==> config.mk <==
export PLATFORM = sky130hd
export DESIGN_NAME = ifu_pcgen
export DESIGN_NICKNAME = d
export VERILOG_FILES = /design/src/rtl/ifu_pcgen.sv
export SDC_FILE = /design/constraint.sdc
export NUM_CORES = 1
export LEC_CHECK = 0
export BUFFER_PORTS_ARGS = -buffer_cell sky130_fd_sc_hd__buf_2
export CAP_MARGIN = 40
export CORE_MARGIN = 1.5
export CORE_UTILIZATION = 33
export CTS_CLUSTER_DIAMETER = 50
export DETAILED_ROUTE_END_ITERATION = 8
export PLACE_DENSITY = 0.54
export SYNTH_ARGS = -nofsm -noshare
export SYNTH_HDL_FRONTEND = slang
export SYNTH_SLANG_ARGS = --single-unit
==> constraint.sdc <==
create_clock -name clk -period 9.05 [get_ports clk]
set_clock_uncertainty 0.2 [all_clocks]
set_input_delay 1.81 -clock clk [delete_from_list [all_inputs] [get_ports clk]]
set_output_delay 1.81 -clock clk [all_outputs]
set_load 0.01 [all_outputs]
==> src/rtl/ifu_pcgen.sv <==
// ifu_pcgen: IFU fetch-address generator and instruction register.
// Keeps one fetch outstanding, captures the response into the IR and
// computes the next fetch PC from the predictor operands, the sequential
// increment or an EXU flush redirect.
module ifu_pcgen #(
  parameter int unsigned          PC_SIZE   = 32,
  parameter logic [PC_SIZE-1:0]   RESET_VEC = PC_SIZE'(32'h8000_0000)
) (
  input  logic               clk,
  input  logic               rst,
  output logic               ifu_req_valid,
  input  logic               ifu_req_ready,
  output logic [PC_SIZE-1:0] ifu_req_pc,
  input  logic               ifu_rsp_valid,
  output logic               ifu_rsp_ready,
  input  logic [31:0]        ifu_rsp_instr,
  input  logic               ifu_rsp_err,
  output logic               ir_valid,
  output logic [31:0]        ir_instr,
  output logic [PC_SIZE-1:0] ir_pc,
  output logic               ir_err,
  input  logic               ir_ready,
  input  logic               dec_rv32,
  input  logic               prdt_taken,
  input  logic [PC_SIZE-1:0] prdt_pc_add_op1,
  input  logic [PC_SIZE-1:0] prdt_pc_add_op2,
  input  logic               bpu_busy,
  input  logic               pipe_flush_req,
  input  logic [PC_SIZE-1:0] pipe_flush_pc,
  output logic               pipe_flush_ack
);

  localparam int unsigned INSTR_W = 32;

  typedef enum logic [1:0] {
    ST_REQ      = 2'd0,
    ST_WAIT_RSP = 2'd1,
    ST_HOLD     = 2'd2
  } state_e;

  state_e               state_q;
  logic [PC_SIZE-1:0]   pc_nxt_q;
  logic [PC_SIZE-1:0]   pc_nxt_d;
  logic                 ir_valid_q;
  logic [INSTR_W-1:0]   ir_instr_q;
  logic [PC_SIZE-1:0]   ir_pc_q;
  logic                 ir_err_q;
  logic                 discard_q;

  logic                 req_hsk;
  logic                 advance;
  logic [PC_SIZE-1:0]   seq_pc;
  logic [PC_SIZE-1:0]   prdt_pc;
  logic [PC_SIZE-1:0]   adv_pc;

  // Handshake / advance qualifiers and next-PC candidates (modulo 2^PC_SIZE)
  assign req_hsk = (state_q == ST_REQ) && ifu_req_ready;
  assign advance = (state_q == ST_HOLD) && ir_ready && !bpu_busy;
  assign seq_pc  = ir_pc_q + PC_SIZE'(dec_rv32 ? 3'd4 : 3'd2);
  assign prdt_pc = prdt_pc_add_op1 + prdt_pc_add_op2;
  assign adv_pc  = prdt_taken ? prdt_pc : seq_pc;

  // Next fetch PC: flush redirect wins over an IR advance; bit 0 always clear
  always_comb begin
    pc_nxt_d = pc_nxt_q;
    if (pipe_flush_req) begin
      pc_nxt_d = {pipe_flush_pc[PC_SIZE-1:1], 1'b0};
    end else if (advance) begin
      pc_nxt_d = {adv_pc[PC_SIZE-1:1], 1'b0};
    end
  end

  // Fetch FSM and IR; pc_nxt_q doubles as the PC of the in-flight request
  always_ff @(posedge clk or posedge rst) begin
    if (rst) begin
      state_q    <= ST_REQ;
      pc_nxt_q   <= RESET_VEC;
      ir_valid_q <= 1'b0;
      ir_instr_q <= '0;
      ir_pc_q    <= '0;
      ir_err_q   <= 1'b0;
      discard_q  <= 1'b0;
    end else begin
      pc_nxt_q <= pc_nxt_d;
      case (state_q)
        ST_REQ: begin
          if (req_hsk) begin
            state_q <= ST_WAIT_RSP;
            if (pipe_flush_req) discard_q <= 1'b1;
          end
        end
        ST_WAIT_RSP: begin
          if (ifu_rsp_valid) begin
            if (pipe_flush_req || discard_q) begin
              discard_q <= 1'b0;
              state_q   <= ST_REQ;
            end else begin
              ir_instr_q <= ifu_rsp_instr;
              ir_err_q   <= ifu_rsp_err;
              ir_pc_q    <= pc_nxt_q;
              ir_valid_q <= 1'b1;
              state_q    <= ST_HOLD;
            end
          end else if (pipe_flush_req) begin
            discard_q <= 1'b1;
          end
        end
        ST_HOLD: begin
          if (pipe_flush_req || advance) begin
            ir_valid_q <= 1'b0;
            state_q    <= ST_REQ;
          end
        end
        default: begin
          state_q <= ST_REQ;
        end
      endcase
    end
  end

  assign ifu_req_valid  = (state_q == ST_REQ);
  assign ifu_req_pc     = pc_nxt_q;
  assign ifu_rsp_ready  = (state_q == ST_WAIT_RSP);
  assign ir_valid       = ir_valid_q;
  assign ir_instr       = ir_instr_q;
  assign ir_pc          = ir_pc_q;
  assign ir_err         = ir_err_q;
  assign pipe_flush_ack = pipe_flush_req;

endmodule

==> results.tsv, run 1 <==
stage	metric	value	unit
logic_synthesis	synthesized cell area	0.00621	mm^2
job	Max Cap Viol	0	
pwr	part of the power in registers	40.2	%
placement	routability cong.	0.854	
clock_network	post-CTS sizing	0	
pwr	Comb power frac	39.1	%
layout	Inserted Diodes	0	
critical_path	CP max FO	6	
clock_network	CTS Hold Bufs	0	
pwr	sw frac	37.0	%
critical_path	CP arrival	4810	ps
timing	final setup violation count	0	
timing	Final Slew Violations	0	
clock_network	CTS tree	yes	
critical_path	delay-heaviest family, CP	compound AO/OA/AOI/OAI gates	
critical_path	CP bufs+invs	1	
layout	filler instances	1871	
floorplanning	die area	0.0197	mm^2
logic_synthesis	EDFF count, synth	0	
logic_synthesis	Synth cell types	60	
drt	final WL	18700	um
grt	initial antenna violation count	0	
drt	DR pass1 iterations	6	
pwr	internal power	1200	uW
layout	Layout area overhead	27.9	%
pwr	Max IR drop VDD	0.0761	mV
critical_path	Critical Path, Cell by Cell	buf_2 -> and2_1 -> fa_1 -> a21o_1 -> a311o_1 -> a2111oi_4 -> o31ai_4 -> a311oi_4 -> nor3_2 -> o31a_1 -> o31ai_1	
critical_path	Setup crit end kind	register	
logic_synthesis	average cell area after synthesis	10.2	um^2
clock_network	clock slew at reported path FFs	70	ps
floorplanning	core outline area	0.0186	mm^2
drt	Via density	5.08	
placement	HPWL Detailed	14300	um
critical_path	Crit Path Category	in -> reg	
logic_synthesis	Synth Instances	612	
layout	nets@finish	1011	
timing	Hold Violations, Final	0	
critical_path	CP required	9090	ps
timing	Fmax	210	MHz
critical_path	Critical Path Max Stage Delay	470	ps
drt	antenna viol nets, final	0	
floorplanning	Initial Utilization	33.4	%
drt	DR DRC count	0	
critical_path	Startpoint Class	primary input	
pwr	Clk pwr share	20.7	%
timing	Worst Max-Slew Pin Slew	766	ps
clock_network	H-tree level count	3	
logic_synthesis	Synth area leader	dfrtp_1	
placement	IO buf count	235	
clock_network	TritonCTS sink count	99	
grt	vias in the first global route	5311	
pwr	Psw	707	uW
drt	drt initial violations	251	
grt	GR Overflow Total	0	
timing	Final period util	52.7	%
pwr	Leakage	0.00379	uW
floorplanning	DIE HEIGHT	140	um
status	status	complete, no violations	
layout	Finished Layout Cells	1078	
clock_network	cts bufs inserted	9	
floorplanning	die width	140	um
timing	max_slew headroom	48.9	%
worst_hold_path	worst min path class	reg -> reg	
logic_synthesis	top cells by area, synth	dfrtp_1 39%, mux2_2 12%, ha_1 6.4%, xnor2_1 4.7%, a21oi_1 3.1%	
critical_path	CP max-delay cell	a2111oi_4	
clock_network	Clk Tree Root Cell	clkbuf_16	
critical_path	R2R setup slack	5970	ps
clock_network	clk buf depth	2	
drt	drt wl/cell	17.4	um
logic_synthesis	synth warn	0	
logic_synthesis	Synth Register Bits	99	
logic_synthesis	asr flop ratio synth	100	%
logic_synthesis	share of the synthesized area in the top cell type	39.5	%
logic_synthesis	register area share after synthesis	39.9	%
pwr	pwr/cell area	240	mW/mm^2
drt	via count	5478	
clock_network	post-CTS setup buffers	0	
grt	gr usage total	19.0	%
timing	RSZ-0062 raised after global routing	false	
logic_synthesis	ys flop type	dfrtp_1	
grt	first-pass GRT wire length	29100	um
timing	final setup TNS	0	ps
grt	pin count of the biggest net entering global routing	56	
layout	most frequent cells in the layout	236 x buf_2, 98 x dfrtp_1, 64 x mux2_2	
layout	commonest non-fill, non-tap cell in the layout	buf_2	
floorplanning	# IOs	239	
floorplanning	FP Rows	50	
layout	share of layout cells above drive strength 1	40.2	%
placement	Cells after DPL	1062	
clock_network	Worst-Skew Late Latency	350	ps
timing	post-route minimum period	4770	ps
-- worst register-to-register path: cells and delay by family (launching register included) --
kind / cells / cell delay, ps
AO/OA/AOI/OAI: 3 / 640
buffers and inverters: 3 / 940
flip-flops: 1 / 420
AND/OR/NAND/NOR: 3 / 770
-- stage by stage --
| step | hold slack, ps | cell area [um^2] | utilization [%] | total power [uW] | setup slack, ps |
|---|---|---|---|---|---|
| global route | 308 | 7950 | 42.8 | 2040 | 4050 |
| detailed placement | 278 | 7650 | 41.2 | 1530 | 3900 |
| global placement | 267 | 7630 | 41.1 | 1520 | 3900 |
| finish | 293 | 7950 | 42.8 | 1910 | 4280 |
| CTS | 295 | 7950 | 42.8 | 1940 | 4270 |
| floorplan | 257 | 6220 | - | 1200 | 4370 |
-- area by class of cell --
| type | count | area (um^2) | area share [%] |
|---|---|---|---|
| Timing Repair Buffer | 243 | 1230 | 15.5 |
| Multi-Input combinational cell | 476 | 3600 | 45.3 |
| Tap cell | 234 | 293 | 3.68 |
| Clock inverter | 7 | 76.3 | 0.960 |
| Clock buffer | 9 | 225 | 2.83 |
| Sequential cell | 99 | 2480 | 31.2 |
| Inverter | 10 | 40.0 | 0.504 |
-- flip-flops by register name, summed over array words and instances, names as in the netlist --
| name | count |
|---|---|
| discard_q | 1 |
| ifu_req_pc | 31 |
| ir_err | 1 |
| ir_instr | 32 |
| ir_pc | 31 |
| ir_valid | 1 |
| state_q | 2 |
-- power groups by stage --
stage | Combinational [uW] | Sequential, uW | Clock (uW)
after floorplan | 367 | 836 | 0
after global placement | 749 | 771 | 0
after detailed placement | 752 | 780 | 0
after CTS | 756 | 771 | 408
after global routing | 821 | 798 | 424
final | 747 | 768 | 395
-- cell families after synthesis --
kind of cell               count (synthesis)  synth area share [%]
xor gates and xnor gates                  51                  7.19
DFF                                       99                  39.9
adders and majority gates                 34                  7.09
and+or+nand+nor                          155                  12.3
AOI/OAI and AO/OA                        164                  18.4
other                                      1                0.0603
muxes                                     70                  12.6
buffers and inverters                     38                  2.50
-- routing by layer --
metal / wire length, um / up-vias / part of all wire, % / global-route usage (%)
met5: 0 / - / 0 / 0
met4: 252 / 0 / 1.3 / 5.60
met3: 1140 / 15 / 6.1 / 3.38
met2: 8620 / 179 / 46 / 31.5
met1: 8730 / 2556 / 47 / 25.4
li1: - / 2728 / - / -
-- cells in the mapped netlist (all sizes together) (7+ instances only) --
library cell,count
xnor2,33
a31oi,7
o21a,7
o21ai,36
a222oi,10
mux2,64
a21o,15
a21oi,38
nor3,8
nand4,9
nand2,50
inv,10
xor2,18
nand3,17
dfrtp,98
a22oi,9
nor2,33
ha,32
a211oi,8
and3,9
clkbuf,23
-- worst paths after layout --
kind	startpoint	end	depth (start not counted)
max in group asynchronous	rst	ifu_req_pc[28]	3
worst min-delay path	discard_q	discard_q	1
worst max-delay path	prdt_pc_add_op1[0]	ifu_req_pc[30]	11
worst max register to register	state_q[1]	ifu_req_pc[30]	9
min in group asynchronous	rst	ir_instr[20]	2
worst min register to register	discard_q	discard_q	1
Note: power is estimated with default switching activity, not from simulation.
==> run 2, diff against run 1 <==
- PLACE_DENSITY: 0.54 -> 0.56
- clock period: 9.05 -> 3.9 ns (I/O delays scaled with it)
==> run 2 against run 1 <==
  * Die area stayed put
  * Via count increased by 0.37%
  * Final cell count up 0.93%
  * Critical path depth did not move
  * Combinational power rose by 130%
  * First-iteration DRC count rose by 8.4%
  * Register-to-register slack lost 5000 ps
  * Sequential power increased by 130%
  * Sequential cell count stayed put
  * Highest routed layer is now met5
  * Setup slack got worse by 4100 ps
  * Largest power group unchanged
  * Cell area is 1.4% higher
  * Total power up 130%
==> results.tsv, run 2 (synthesis gave the netlist of run 1 again) <==
stage	metric	value	unit
layout	most frequent cells in the layout	235 x buf_2, 98 x dfrtp_1, 64 x mux2_2	
timing	Fmax	272	MHz
pwr	Max IR drop VDD	0.185	mV
layout	Util after Layout	43.4	%
timing	Worst Max-Slew Pin Slew	609	ps
critical_path	Critical Path Max Stage Delay	470	ps
drt	DR pass1 iterations	5	
layout	filler instances	1858	
grt	met1 Use GR	25.0	%
floorplanning	FP Rows	50	
clock_network	H-tree level count	3	
timing	post-route minimum period	3670	ps
job	Max Cap Viol	0	
timing	final setup violation count	0	
clock_network	post-CTS setup buffers	0	
layout	commonest non-fill, non-tap cell in the layout	buf_2	
drt	drt initial violations	272	
timing	Final Slew Violations	0	
critical_path	CP max-delay cell	a2111oi_4	
drt	drt wl/cell	17.0	um
clock_network	TritonCTS sink count	99	
drt	via count	5498	
timing	max_slew headroom	59.4	%
layout	nets@finish	1021	
grt	initial antenna violation count	1	
layout	share of layout cells above drive strength 1	40.7	%
floorplanning	core outline area	0.0186	mm^2
floorplanning	DIE HEIGHT	140	um
clock_network	clock slew at reported path FFs	70	ps
status	status	complete, no violations	
pwr	pwr/cell area	556	mW/mm^2
worst_hold_path	worst min path class	reg -> reg	
clock_network	post-CTS sizing	0	
drt	Via density	5.05	
floorplanning	die width	140	um
placement	routability cong.	0.799	
placement	HPWL Detailed	14500	um
grt	pin count of the biggest net entering global routing	56	
timing	final setup TNS	0	ps
layout	Inserted Diodes	0	
critical_path	CP required	3910	ps
grt	vias in the first global route	5200	
clock_network	Clk Tree Root Cell	clkbuf_16	
timing	Hold Violations, Final	0	
placement	IO buf count	235	
grt	GR Overflow Total	0	
clock_network	clk buf depth	2	
clock_network	Worst-Skew Late Latency	340	ps
layout	Layout area overhead	29.6	%
critical_path	Critical Path, Cell by Cell	buf_2 -> and2_1 -> fa_1 -> a21o_1 -> a311o_1 -> a2111oi_4 -> o31ai_4 -> a311oi_4 -> o21ai_0 -> xnor2_1 -> o31ai_1	
drt	antenna viol nets, final	0	
grt	first-pass GRT wire length	28700	um
timing	Final period util	94.2	%
critical_path	Setup crit end kind	register	
grt	GR met3 Demand/Resource	3.66	%
layout	Largest register FFs	32	
floorplanning	Initial Utilization	33.4	%
clock_network	cts bufs inserted	9	
grt	gr usage total	18.6	%
clock_network	CTS Hold Bufs	0	
grt	GRT busiest layer	met2	
clock_network	CTS tree	yes	
drt	final WL	18500	um
critical_path	Startpoint Class	primary input	
floorplanning	# IOs	239	
timing	RSZ-0062 raised after global routing	false	
grt	met2 Track Usage GR	31.1	%
critical_path	Crit Path Category	in -> reg	
critical_path	CP arrival	3680	ps
floorplanning	die area	0.0197	mm^2
critical_path	CP max FO	6	
pwr	Leakage	0.00385	uW
drt	DR DRC count	0	
==> run 2: cell types whose count changed in the layout (fill, tap and decap cells not counted), sizes merged <==
| cell | before | now |
|---|---|---|
| clkinv | 2 | 3 |
| clkbuf | 9 | 10 |
| inv | 12 | 10 |
| clkinvlp | 2 | 1 |
| bufinv | 1 | 2 |
| buf | 243 | 253 |
==> run 2: final timing paths <==
kind	from	end	slack, ps	depth (start not counted)
setup / recovery	prdt_pc_add_op1[0]	ifu_req_pc[28]	230	11
max in group asynchronous	rst	ir_pc[10]	2470	3
setup reg to reg	state_q[1]	ifu_req_pc[26]	950	9
hold reg to reg	discard_q	discard_q	290	1
min in group asynchronous	rst	ir_instr[16]	310	2
hold / removal	discard_q	discard_q	290	1
==> run 2: area by class of cell <==
cell class,count,area (um^2),share of cell area (%)
Inverter,10,40.0,0.497
Clock buffer,10,229,2.84
Clock inverter,6,90.1,1.12
Timing Repair Buffer,253,1320,16.4
Tap cell,234,293,3.63
Sequential cell,99,2480,30.8
Multi-Input combinational cell,476,3600,44.7
==> run 2: worst max-delay path: cells and delay by family <==
family | cells | cell delay [ps]
xor+xnor | 1 | 250
fa+ha+maj | 1 | 390
simple gates | 1 | 150
compound gates | 7 | 1990
buf+inv | 1 | 100
==> run 2: through the flow <==
stage	cells	instance area, um^2	total power, uW	hold slack [ps]	worst slack (ps)
after global placement	1071	7730	3530	269	-99.3
after global routing	1088	8060	4790	312	90.9
after CTS	1088	8060	4540	293	232
after floorplan	613	6220	2790	257	255
final	1088	8060	4480	287	227
after detailed placement	1072	7740	3560	277	-126
==> run 2: layer usage <==
metal  routed length, um  up-vias
li1                    -     2745
met5                   9        -
met4                 131        2
met3                 988       11
met1                8750     2577
met2                8650      163
==> run 2: power by group <==
part           switching (uW)  internal [uW]
Combinational             870            871
Sequential                356           1430
Clock                     389            564
